===== src/rtl/note_sched_pkg.sv =====
`default_nettype none
// ---------------------------------------------------------------------------
// note_pkg : shared types and field slices for the chart sequencer
// Rev 1.0  : initial release
// ---------------------------------------------------------------------------
package note_pkg;

  localparam int NOTE_W  = 16;
  localparam int TIME_W  = 14;
  localparam int TYPE_HI = 15;
  localparam int TYPE_LO = 14;
  localparam int TIME_HI = 13;
  localparam int TIME_LO = 0;

  typedef enum logic [1:0] {
    TAP       = 2'b00,
    HOLD_HEAD = 2'b01,
    HOLD_TAIL = 2'b10,
    END       = 2'b11
  } note_type_t;

  typedef enum logic [1:0] {
    NONE    = 2'b00,
    PERFECT = 2'b01,
    GOOD    = 2'b10,
    MISS    = 2'b11
  } judge_t;

  typedef enum logic [1:0] {
    S_IDLE = 2'd0,
    S_PLAY = 2'd1,
    S_HOLD = 2'd2,
    S_DONE = 2'd3
  } state_t;

  function automatic note_type_t note_type(input logic [NOTE_W-1:0] n);
    return note_type_t'(n[TYPE_HI:TYPE_LO]);
  endfunction

  function automatic logic [TIME_W-1:0] note_time(input logic [NOTE_W-1:0] n);
    return n[TIME_HI:TIME_LO];
  endfunction

endpackage
`default_nettype wire


===== src/rtl/note_sched_if.sv =====
`default_nettype none
// ---------------------------------------------------------------------------
// note_sched_if : chart ROM, timing/key inputs and HUD outputs of note_sched
// Rev 1.0       : initial release
// ---------------------------------------------------------------------------
interface note_sched_if;
  import note_pkg::*;

  logic                frame_tick;
  logic                start;
  logic                key;
  logic [NOTE_W-1:0]   head_note;
  logic [7:0]          addr;
  logic [TIME_W-1:0]   frame_cnt;
  logic                judge_valid;
  logic [1:0]          judge_code;
  logic [9:0]          combo;
  logic [9:0]          max_combo;
  logic [15:0]         score;
  logic                holding;
  logic                busy;
  logic                done;

  modport master (
    output frame_tick, start, key, head_note,
    input  addr, frame_cnt, judge_valid, judge_code, combo, max_combo,
           score, holding, busy, done
  );

  modport slave (
    input  frame_tick, start, key, head_note,
    output addr, frame_cnt, judge_valid, judge_code, combo, max_combo,
           score, holding, busy, done
  );
endinterface
`default_nettype wire


===== src/rtl/note_sched_judge_window.sv =====
`default_nettype none
// ---------------------------------------------------------------------------
// judge_window : classifies frame_cnt - t against the PERFECT/GOOD windows
// Rev 1.0      : initial release
// ---------------------------------------------------------------------------
module judge_window
  import note_pkg::*;
#(
  parameter int PERFECT_WIN = 3,
  parameter int GOOD_WIN    = 6
) (
  input  logic [TIME_W-1:0] frame_cnt,
  input  logic [TIME_W-1:0] t,
  input  logic              press,
  output logic              early,
  output logic              perfect,
  output logic              good,
  output logic              late,
  output logic              reached
);

  localparam int DW = TIME_W + 1;
  localparam logic signed [DW-1:0] PW = DW'(PERFECT_WIN);
  localparam logic signed [DW-1:0] GW = DW'(GOOD_WIN);

  logic signed [DW-1:0] diff;
  logic                 in_perfect;
  logic                 in_good;

  assign diff       = $signed({1'b0, frame_cnt}) - $signed({1'b0, t});
  assign in_perfect = (diff >= -PW) && (diff <= PW);
  assign in_good    = (diff >= -GW) && (diff <= GW);

  // early/late/reached are ungated so the hold-tail check can use them on key level
  assign early   = diff < -GW;
  assign late    = diff > GW;
  assign reached = ~diff[DW-1];
  assign perfect = press & in_perfect;
  assign good    = press & in_good & ~in_perfect;

endmodule
`default_nettype wire


===== src/rtl/note_sched.sv =====
`default_nettype none
// ---------------------------------------------------------------------------
// note_sched : chart sequencer and hit judge with score/combo tracking
// Rev 1.0    : initial release
// ---------------------------------------------------------------------------
module note_sched
  import note_pkg::*;
#(
  parameter int NOTE_COUNT  = 111,
  parameter int PERFECT_WIN = 3,
  parameter int GOOD_WIN    = 6
) (
  input  logic         Clk,
  input  logic         Reset,
  note_sched_if.slave  bus
);

  localparam logic [7:0]        LAST_ADDR = 8'(NOTE_COUNT);
  localparam logic [9:0]        COMBO_MAX = '1;
  localparam logic [15:0]       SCORE_MAX = '1;
  localparam logic [TIME_W-1:0] FRAME_MAX = '1;

  state_t            state;
  logic              key_d;
  logic              press;
  note_type_t        ntype;
  logic [TIME_W-1:0] t;
  logic              early, perfect, good, late, reached;
  logic              at_end;
  judge_t            verdict;
  logic [1:0]        adv;
  logic [8:0]        addr_sum;
  logic [7:0]        addr_next;
  logic [9:0]        combo_next;
  logic [15:0]       score_next;

  assign press  = bus.key & ~key_d;
  assign ntype  = note_type(bus.head_note);
  assign t      = note_time(bus.head_note);
  assign at_end = (bus.addr == LAST_ADDR) || (ntype == END);

  judge_window #(
    .PERFECT_WIN (PERFECT_WIN),
    .GOOD_WIN    (GOOD_WIN)
  ) u_window (
    .frame_cnt (bus.frame_cnt),
    .t         (t),
    .press     (press),
    .early     (early),
    .perfect   (perfect),
    .good      (good),
    .late      (late),
    .reached   (reached)
  );

  always_comb begin
    verdict = NONE;
    adv     = 2'd0;
    case (state)
      S_PLAY: begin
        if (!at_end) begin
          if (ntype == HOLD_TAIL) begin
            adv = 2'd1;
          end else if (late) begin
            verdict = MISS;
            adv     = (ntype == HOLD_HEAD) ? 2'd2 : 2'd1;
          end else if (perfect) begin
            verdict = PERFECT;
            adv     = 2'd1;
          end else if (good) begin
            verdict = GOOD;
            adv     = 2'd1;
          end
        end
      end
      S_HOLD: begin
        // reaching the tail wins even if the key drops on that same cycle
        if (reached) begin
          verdict = PERFECT;
          adv     = 2'd1;
        end else if (!bus.key) begin
          verdict = early ? MISS : GOOD;
          adv     = 2'd1;
        end
      end
      default: begin
        verdict = NONE;
        adv     = 2'd0;
      end
    endcase
  end

  assign addr_sum  = {1'b0, bus.addr} + {7'd0, adv};
  assign addr_next = (addr_sum > {1'b0, LAST_ADDR}) ? LAST_ADDR : addr_sum[7:0];

  always_comb begin
    combo_next = bus.combo;
    score_next = bus.score;
    case (verdict)
      PERFECT: begin
        combo_next = (bus.combo == COMBO_MAX) ? COMBO_MAX : bus.combo + 10'd1;
        score_next = (bus.score >= SCORE_MAX - 16'd1) ? SCORE_MAX : bus.score + 16'd2;
      end
      GOOD: begin
        combo_next = (bus.combo == COMBO_MAX) ? COMBO_MAX : bus.combo + 10'd1;
        score_next = (bus.score == SCORE_MAX) ? SCORE_MAX : bus.score + 16'd1;
      end
      MISS:    combo_next = 10'd0;
      default: combo_next = bus.combo;
    endcase
  end

  always_ff @(posedge Clk) begin
    if (Reset) begin
      state           <= S_IDLE;
      key_d           <= 1'b0;
      bus.addr        <= '0;
      bus.frame_cnt   <= '0;
      bus.judge_valid <= 1'b0;
      bus.judge_code  <= 2'b00;
      bus.combo       <= '0;
      bus.max_combo   <= '0;
      bus.score       <= '0;
      bus.holding     <= 1'b0;
      bus.busy        <= 1'b0;
      bus.done        <= 1'b0;
    end else begin
      key_d           <= bus.key;
      bus.judge_valid <= 1'b0;

      if ((state == S_PLAY || state == S_HOLD) && bus.frame_tick && bus.frame_cnt != FRAME_MAX)
        bus.frame_cnt <= bus.frame_cnt + 1'b1;

      if (adv != 2'd0)
        bus.addr <= addr_next;

      if (verdict != NONE) begin
        bus.judge_valid <= 1'b1;
        bus.judge_code  <= verdict;
        bus.combo       <= combo_next;
        bus.score       <= score_next;
        if (combo_next > bus.max_combo)
          bus.max_combo <= combo_next;
      end

      case (state)
        S_IDLE, S_DONE: begin
          if (bus.start) begin
            state         <= S_PLAY;
            bus.busy      <= 1'b1;
            bus.done      <= 1'b0;
            bus.holding   <= 1'b0;
            bus.addr      <= '0;
            bus.frame_cnt <= '0;
            bus.combo     <= '0;
            bus.max_combo <= '0;
            bus.score     <= '0;
          end
        end
        S_PLAY: begin
          if (at_end) begin
            state    <= S_DONE;
            bus.busy <= 1'b0;
            bus.done <= 1'b1;
          end else if ((verdict == PERFECT || verdict == GOOD) && ntype == HOLD_HEAD) begin
            state       <= S_HOLD;
            bus.holding <= 1'b1;
          end
        end
        S_HOLD: begin
          if (verdict != NONE) begin
            state       <= S_PLAY;
            bus.holding <= 1'b0;
          end
        end
        default: state <= S_IDLE;
      endcase
    end
  end

endmodule
`default_nettype wire


===== src/flat_wrapper.sv =====
// flat-port wrapper written by rule: the top's interface ports become plain ports
module note_sched_flat import note_pkg::*;
#(
  parameter int NOTE_COUNT  = 111,
  parameter int PERFECT_WIN = 3,
  parameter int GOOD_WIN    = 6
)
  (Clk, Reset, bus_frame_tick, bus_start, bus_key, bus_head_note, bus_addr, bus_frame_cnt, bus_judge_valid, bus_judge_code, bus_combo, bus_max_combo, bus_score, bus_holding, bus_busy, bus_done);
  note_sched_if bus_i ();
  input  logic Clk;
  input  logic Reset;
  input wire logic [$bits(bus_i.frame_tick)-1:0] bus_frame_tick;
  input wire logic [$bits(bus_i.start)-1:0] bus_start;
  input wire logic [$bits(bus_i.key)-1:0] bus_key;
  input wire logic [$bits(bus_i.head_note)-1:0] bus_head_note;
  output wire logic [$bits(bus_i.addr)-1:0] bus_addr;
  output wire logic [$bits(bus_i.frame_cnt)-1:0] bus_frame_cnt;
  output wire logic [$bits(bus_i.judge_valid)-1:0] bus_judge_valid;
  output wire logic [$bits(bus_i.judge_code)-1:0] bus_judge_code;
  output wire logic [$bits(bus_i.combo)-1:0] bus_combo;
  output wire logic [$bits(bus_i.max_combo)-1:0] bus_max_combo;
  output wire logic [$bits(bus_i.score)-1:0] bus_score;
  output wire logic [$bits(bus_i.holding)-1:0] bus_holding;
  output wire logic [$bits(bus_i.busy)-1:0] bus_busy;
  output wire logic [$bits(bus_i.done)-1:0] bus_done;
  assign bus_i.frame_tick = bus_frame_tick;
  assign bus_i.start = bus_start;
  assign bus_i.key = bus_key;
  assign bus_i.head_note = bus_head_note;
  assign bus_addr = bus_i.addr;
  assign bus_frame_cnt = bus_i.frame_cnt;
  assign bus_judge_valid = bus_i.judge_valid;
  assign bus_judge_code = bus_i.judge_code;
  assign bus_combo = bus_i.combo;
  assign bus_max_combo = bus_i.max_combo;
  assign bus_score = bus_i.score;
  assign bus_holding = bus_i.holding;
  assign bus_busy = bus_i.busy;
  assign bus_done = bus_i.done;
  note_sched #(.NOTE_COUNT(NOTE_COUNT), .PERFECT_WIN(PERFECT_WIN), .GOOD_WIN(GOOD_WIN)) u_core (.Clk(Clk), .Reset(Reset), .bus(bus_i));
endmodule

===== config.mk =====
export PLATFORM = sky130hd
export DESIGN_NAME = note_sched_flat
export DESIGN_NICKNAME = d
export VERILOG_FILES = /design/src/rtl/note_sched_pkg.sv /design/src/rtl/note_sched_if.sv /design/src/rtl/note_sched_judge_window.sv /design/src/rtl/note_sched.sv /design/src/flat_wrapper.sv
export SDC_FILE = /design/constraint.sdc
export NUM_CORES = 1
export LEC_CHECK = 0
export ABC_AREA = 1
export CAP_MARGIN = 30
export CORE_UTILIZATION = 30
export CTS_CLUSTER_SIZE = 16
export DETAILED_ROUTE_END_ITERATION = 7
export GPL_TIMING_DRIVEN = 1
export SYNTH_ARGS = -nofsm -noshare
export SYNTH_HDL_FRONTEND = slang
export SYNTH_HIERARCHICAL = 1
export SYNTH_SLANG_ARGS = --single-unit

===== constraint.sdc =====
create_clock -name Clk -period 11.6 [get_ports Clk]
set_input_delay 1.16 -clock Clk [delete_from_list [all_inputs] [get_ports Clk]]
set_output_delay 1.16 -clock Clk [all_outputs]
set_load 0.01 [all_outputs]

==> flow_summary_export.csv, run 1 <==
group,metric,value,unit
clocking,clock_sinks,67,
floorplan,die_h,141,um
pwr,switching_power,275,uW
floorplan,start_util,30.9,%
pwr,p_total,766,uW
pwr,power_frac_comb,28.5,%
timing,rsz0062_at_grt,"false",
placed_design,dp_hpwl,12200,um
pwr,powerDensity,106,nW/um^2
layout,area_delta_synth_final,23.7,%
detailed_routing,first_iter_violations,430,
pwr,p_int,491,uW
pwr,p_sw_share,35.9,%
grt,track_usage,17.0,%
clocking,clk_pin_slew,60,ps
detailed_routing,via_per_inst,4.69,
synth,syn_area,5830,um^2
timing,worst_slew_pin_slew,958,ps
detailed_routing,wl_met3,843,um
setup_path,r2r_start,"u_core/bus.frame_cnt[0]",
clocking,insertion_delay,340,ps
setup_path,crit_buf_inv,5,
timing,fin_crit,6400,ps
grt,grt_start_max_net_pins,29,
timing,finalCritPeriodShare,55.1,%
setup_path,cp.required,11840,ps
grt,grt_pass1_vias,5666,
synth,syn_area_per_cell,5.94,um^2
setup_path,reg2reg_setup_slack,6090,ps
min_path,hp-start,"u_core/bus.done",
timing,slew_viol_final,0,
placed_design,io_buffers,84,
setup_path,slowest_delay,490,ps
clocking,cts_buffers,9,
synth,synth_edf_count,0,
setup_path,crit_fanout,20,
synth,synth.top_cell.area_share,23.0,%
setup_path,crit_top_cell,"nand2_1",
clocking,post_cts_buffers,0,
detailed_routing,drc,0,
pwr,ir_drop,0.0832,mV
setup_path,criticalPathCategory,"input port to register",
setup_path,r2r_end,"u_core/bus.max_combo[6]",
floorplan,die-width,141,um
pwr,sequentialPowerShare,33.4,%
synth,yosysWarningCount,6,
setup_path,ff2ff_path_depth,34,
layout,nNetsFinal,1121,
layout,num_antenna_cells,0,
clocking,cts_tree,"done",
detailed_routing,wl_met1,8290,um
pwr,leakagePower,0.00354,uW
detailed_routing,vias,6226,
min_path,holdPathEnd,"u_core/bus.done",
floorplan,coreArea,18900,um^2
clocking,cts.repair.resized,0,
detailed_routing,totalWireLength,16300,um
timing,clock.fmax,156,MHz
layout,final_cell_mix,"nand2_1, inv_1, nor2_1, clkdlybuf4s50_1, nand3_1",
min_path,hold_path_depth,2,
detailed_routing,wl_per_cell,12.3,um
synth,synthCells,981,
clocking,postCtsHoldBufs,0,
layout,drive_gt1_share,7.12,%
setup_path,cpMaxStageDelayCell,"nand3_1",
synth,yosysUniqueCellTypes,43,
clocking,cts-root-buf,"clkbuf_16",
grt,grt_first_pass_wirelength,27200,um
detailed_routing,dr.pass1.iters,5,
synth,synthArstFlopShare,0,%
grt,grt_overflow,0,
setup_path,critPathTopFamily,"simple AND/OR/NAND/NOR gates",
synth,ys_seq_area_share,23.0,%
clocking,cts_max_level,3,
setup_path,cp-end-kind,"register",
floorplan,num_rows,50,
timing,final_hold_viol_count,0,
run_status,status,"completed",
detailed_routing,highest_layer,"met4",
setup_path,startpoint_type,"input port",
job,maxCapViolCount,0,
layout,layout_commonest_cell,"nand2_1",
min_path,hold_path.class,"register to register",
floorplan,die_area,20000,um^2
pwr,clockPowerShare,38.1,%
grt,antenna_found_initial,0,
floorplan,io_pins,85,
timing,finalSetupViolations,0,
synth,syn_nets,1040,
synth,ys_seq_elements,67,
placed_design,placed_area,6900,um^2
clocking,clk_path_buf_depth,2,
synth,synthTopCellsByArea,"dfxtp_1, nand2_1, inv_1",
placed_design,place.gp.congestion,0.833,
timing,setup_tns,0,ps
detailed_routing,met2_wirelength,6890,um
synth,synth_top_area_cell,"dfxtp_1",
detailed_routing,postRouteAntennaNets,0,
timing,skew,6.43,ps
timing,max-slew-margin-rel,36.1,%
setup_path,arrival,6630,ps
layout,design_area,7210,um^2
layout,finish.utilization,38.2,%
synth,ys.flop_type,"dfxtp_1",
==> worst max-delay path by stage <==
| stage | start | endpoint | slack (ps) | cells after the start |
|---|---|---|---|---|
| 2_1_floorplan | bus_head_note[0] | u_core/bus.max_combo[0] | 6340 | 36 |
| 3_3_place_gp | bus_head_note[8] | u_core/bus.max_combo[5] | 4960 | 33 |
| 3_5_place_dp | bus_head_note[0] | u_core/bus.max_combo[7] | 4820 | 35 |
| 4_1_cts | bus_head_note[0] | u_core/bus.max_combo[7] | 5200 | 35 |
| 5_1_grt | bus_head_note[8] | u_core/bus.max_combo[4] | 4430 | 34 |
| 6_report | bus_head_note[0] | u_core/bus.max_combo[6] | 5200 | 37 |
==> cells in the mapped netlist (12+ instances only) <==
library cell / number
nor2_1: 113
ha_1: 36
nand2_1: 286
o21ai_0: 45
nand2_2: 19
inv_1: 157
dfxtp_1: 67
nand4_1: 22
xor2_1: 13
a21oi_1: 54
nand3_1: 73
nor3_1: 12
==> final cells by class <==
type | count | area, um^2
Fill cell | 2084 | 11700
Multi-Input combinational cell | 733 | 3760
Sequential cell | 67 | 1340
Timing Repair Buffer | 87 | 863
Inverter | 164 | 616
Tap cell | 260 | 325
Clock buffer | 10 | 239
Clock inverter | 6 | 71.3
==> metrics by stage <==
| step | setup slack, ps | cells | hold WS [ps] |
|---|---|---|---|
| after floorplan | 6340 | 981 | 452 |
| final | 5200 | 1327 | 460 |
| after global placement | 4960 | 1311 | 438 |
| after detailed placement | 4820 | 1311 | 442 |
| after CTS | 5200 | 1327 | 462 |
| after global routing | 4430 | 1327 | 500 |
==> state kept, by name, summed over array words and instances, names as in the netlist, 2 cells and up <==
signal                 count
u_core/state               2
u_core/bus.combo          10
u_core/bus.frame_cnt      14
u_core/bus.judge_code      2
u_core/bus.addr            8
u_core/bus.max_combo      10
u_core/bus.score          16
==> tightest hold or removal path: cells and delay by family, from the launching register on <==
| family | cells | cell delay (ps) |
|---|---|---|
| AND/OR/NAND/NOR | 1 | 60 |
| flip-flops | 1 | 310 |
| AO/OA/AOI/OAI | 1 | 50 |
==> routing by layer <==
metal / track usage (%) / vias up
li1: - / 3268
met1: 23.6 / 2779
met2: 26.1 / 157
met3: 2.43 / 22
met4: 7.13 / 0
met5: 0 / -
==> power groups by stage <==
| stage | combinational [uW] | clock, uW | sequential, uW |
|---|---|---|---|
| finish | 218 | 292 | 256 |
| global route | 246 | 311 | 258 |
| CTS | 219 | 303 | 256 |
| detailed placement | 217 | 0 | 261 |
| global placement | 216 | 0 | 261 |
| floorplan | 137 | 0 | 263 |
==> kinds of logic after synthesis <==
family,after synthesis,synth area share [%]
AOI/OAI and AO/OA,116,10.5
xor gates and xnor gates,18,2.70
adders and majority gates,38,8.41
and+or+nand+nor,561,42.9
buffers and inverters,181,12.5
DFF,67,23.0
(Power assumes the default switching activity.)
==> run 2: changes to the inputs <==
- clock period: 11.6 -> 6.3 ns (I/O delays scaled with it)
==> run 2 against run 1 <==
Global-route usage grew 0.10 points. Core utilization up 0.13 points. Non-clock buffer count grew 3. Power increased by 86%. Sequential share of layout area fell by 0.064 points. Combinational power increased by 86%. Critical path type unchanged.
==> flow_summary_export.csv, run 2 (synthesis results as in run 1) <==
group,metric,value,unit
layout,top_register,"u_core/bus.score",
layout,num_antenna_cells,0,
clocking,cts_tree,"done",
layout,layout_commonest_cell,"nand2_1",
grt,grt_pass1_vias,5738,
grt,track_usage,17.1,%
pwr,ir_drop,0.128,mV
placed_design,dp_hpwl,12400,um
floorplan,die_h,141,um
layout,nFillCells,2115,
timing,finalCritPeriodShare,85.4,%
min_path,hold_path.class,"register to register",
timing,worst_slew_pin_slew,971,ps
placed_design,dp_slack,438,ps
floorplan,coreArea,18900,um^2
timing,whs,455,ps
floorplan,num_rows,50,
layout,layoutNonFillerInstCount,1330,
setup_path,cp-end-kind,"register",
setup_path,crit_top_cell,"nand2_1",
grt,grt_start_max_net_pins,29,
detailed_routing,first_iter_violations,461,
setup_path,crit_fanout,16,
timing,setup_ws,922,ps
placed_design,dp.cells,1314,
timing,slew_viol_final,0,
job,maxCapViolCount,0,
clocking,clk_pin_slew,60,ps
detailed_routing,vias,6140,
floorplan,start_util,30.9,%
timing,skew,8.21,ps
layout,design_area,7240,um^2
clocking,clock_sinks,67,
pwr,leakagePower,0.00356,uW
layout,area_delta_synth_final,24.2,%
clocking,cts_max_level,3,
layout,drive_gt1_share,7.48,%
timing,fin_crit,5380,ps
setup_path,arrival,5620,ps
grt,antenna_found_initial,0,
clocking,insertion_delay,350,ps
detailed_routing,totalWireLength,16500,um
layout,largest_reg_flops,16,
setup_path,slowest_delay,480,ps
setup_path,cp.required,6540,ps
setup_path,criticalPathCategory,"input port to register",
run_status,status,"completed",
timing,max-slew-margin-rel,35.3,%
placed_design,io_buffers,84,
timing,rsz0062_at_grt,"false",
layout,nNetsFinal,1124,
detailed_routing,postRouteAntennaNets,0,
clocking,cts_buffers,9,
floorplan,die_area,20000,um^2
timing,finalSetupViolations,0,
setup_path,cpMaxStageDelayCell,"clkdlybuf4s50_1",
placed_design,placed_area,6930,um^2
detailed_routing,via_per_inst,4.62,
timing,final_hold_viol_count,0,
detailed_routing,dr.pass1.iters,5,
layout,final_cell_mix,"nand2_1, inv_1, nor2_1, clkdlybuf4s50_1, nand3_1",
timing,setup_tns,0,ps
detailed_routing,drc,0,
setup_path,critPathTopFamily,"simple AND/OR/NAND/NOR gates",
timing,clock.fmax,186,MHz
grt,grt_first_pass_wirelength,27600,um
floorplan,die-width,141,um
grt,grt_overflow,0,
clocking,cts-root-buf,"clkbuf_16",
detailed_routing,wl_per_cell,12.4,um
layout,largestRegisters,"u_core/bus.score: 16 flops, u_core/bus.frame_cnt: 14 flops",
setup_path,crit_buf_inv,6,
placed_design,place.gp.congestion,0.860,
clocking,clk_path_buf_depth,2,
clocking,postCtsHoldBufs,0,
setup_path,startpoint_type,"input port",
pwr,powerDensity,197,nW/um^2
floorplan,io_pins,85,
==> run 2: cell types whose count changed in the layout (fill, tap and decap cells not counted), sizes merged <==
cell / before / now
buf: 3 / 6
==> run 2: layout make-up <==
| type | count | area (um^2) | share of cell area, % |
|---|---|---|---|
| inverter | 164 | 616 | 8.50 |
| clock buffer | 10 | 239 | 3.30 |
| multi-input combinational | 733 | 3760 | 51.9 |
| sequential | 67 | 1340 | 18.5 |
| timing repair buffer | 90 | 886 | 12.2 |
| tap | 260 | 325 | 4.49 |
| clock inverter | 6 | 71.3 | 0.985 |
==> run 2: per-stage QoR <==
stage	total power, uW	util [%]
final	1420	38.3
after global routing	1500	38.3
after CTS	1430	38.3
after detailed placement	880	36.7
after global placement	880	36.7
after floorplan	737	-
==> run 2: timing repair <==
item	4_1_cts	5_1_grt
endpoints found under the setup margin	0	8
buffers inserted	0	0
resized for setup	0	1
==> run 2: worst paths after layout <==
check	cells after the start	slack, ps	end	from
min reg2reg	2	450	u_core/bus.busy	u_core/bus.busy
max	38	920	u_core/bus.max_combo[1]	bus_head_note[0]
min	2	450	u_core/bus.busy	u_core/bus.busy
max reg2reg	38	1280	u_core/bus.max_combo[1]	u_core/bus.frame_cnt[0]
==> run 2: report_power, final <==
group          internal, uW  switching, uW  total, uW
clock                   321            225        546
sequential              448           22.5        471
combinational           137            269        406
total                   907            516       1420
==> run 2: per-layer routing <==
layer	up-vias	track usage, %	part of all wire (%)
met5	-	0	0
met4	0	6.00	1.7
met3	17	2.53	5.1
met2	121	27.3	43
met1	2732	23.3	50
li1	3270	-	-
==> run 2: worst reg2reg max path: cells and delay by family (launching register included) <==
kind / cells / cell delay (ps)
and+or+nand+nor: 24 / 2120
adders and majority gates: 4 / 1300
buffers and inverters: 6 / 660
AOI/OAI and AO/OA: 4 / 520
DFF: 1 / 350
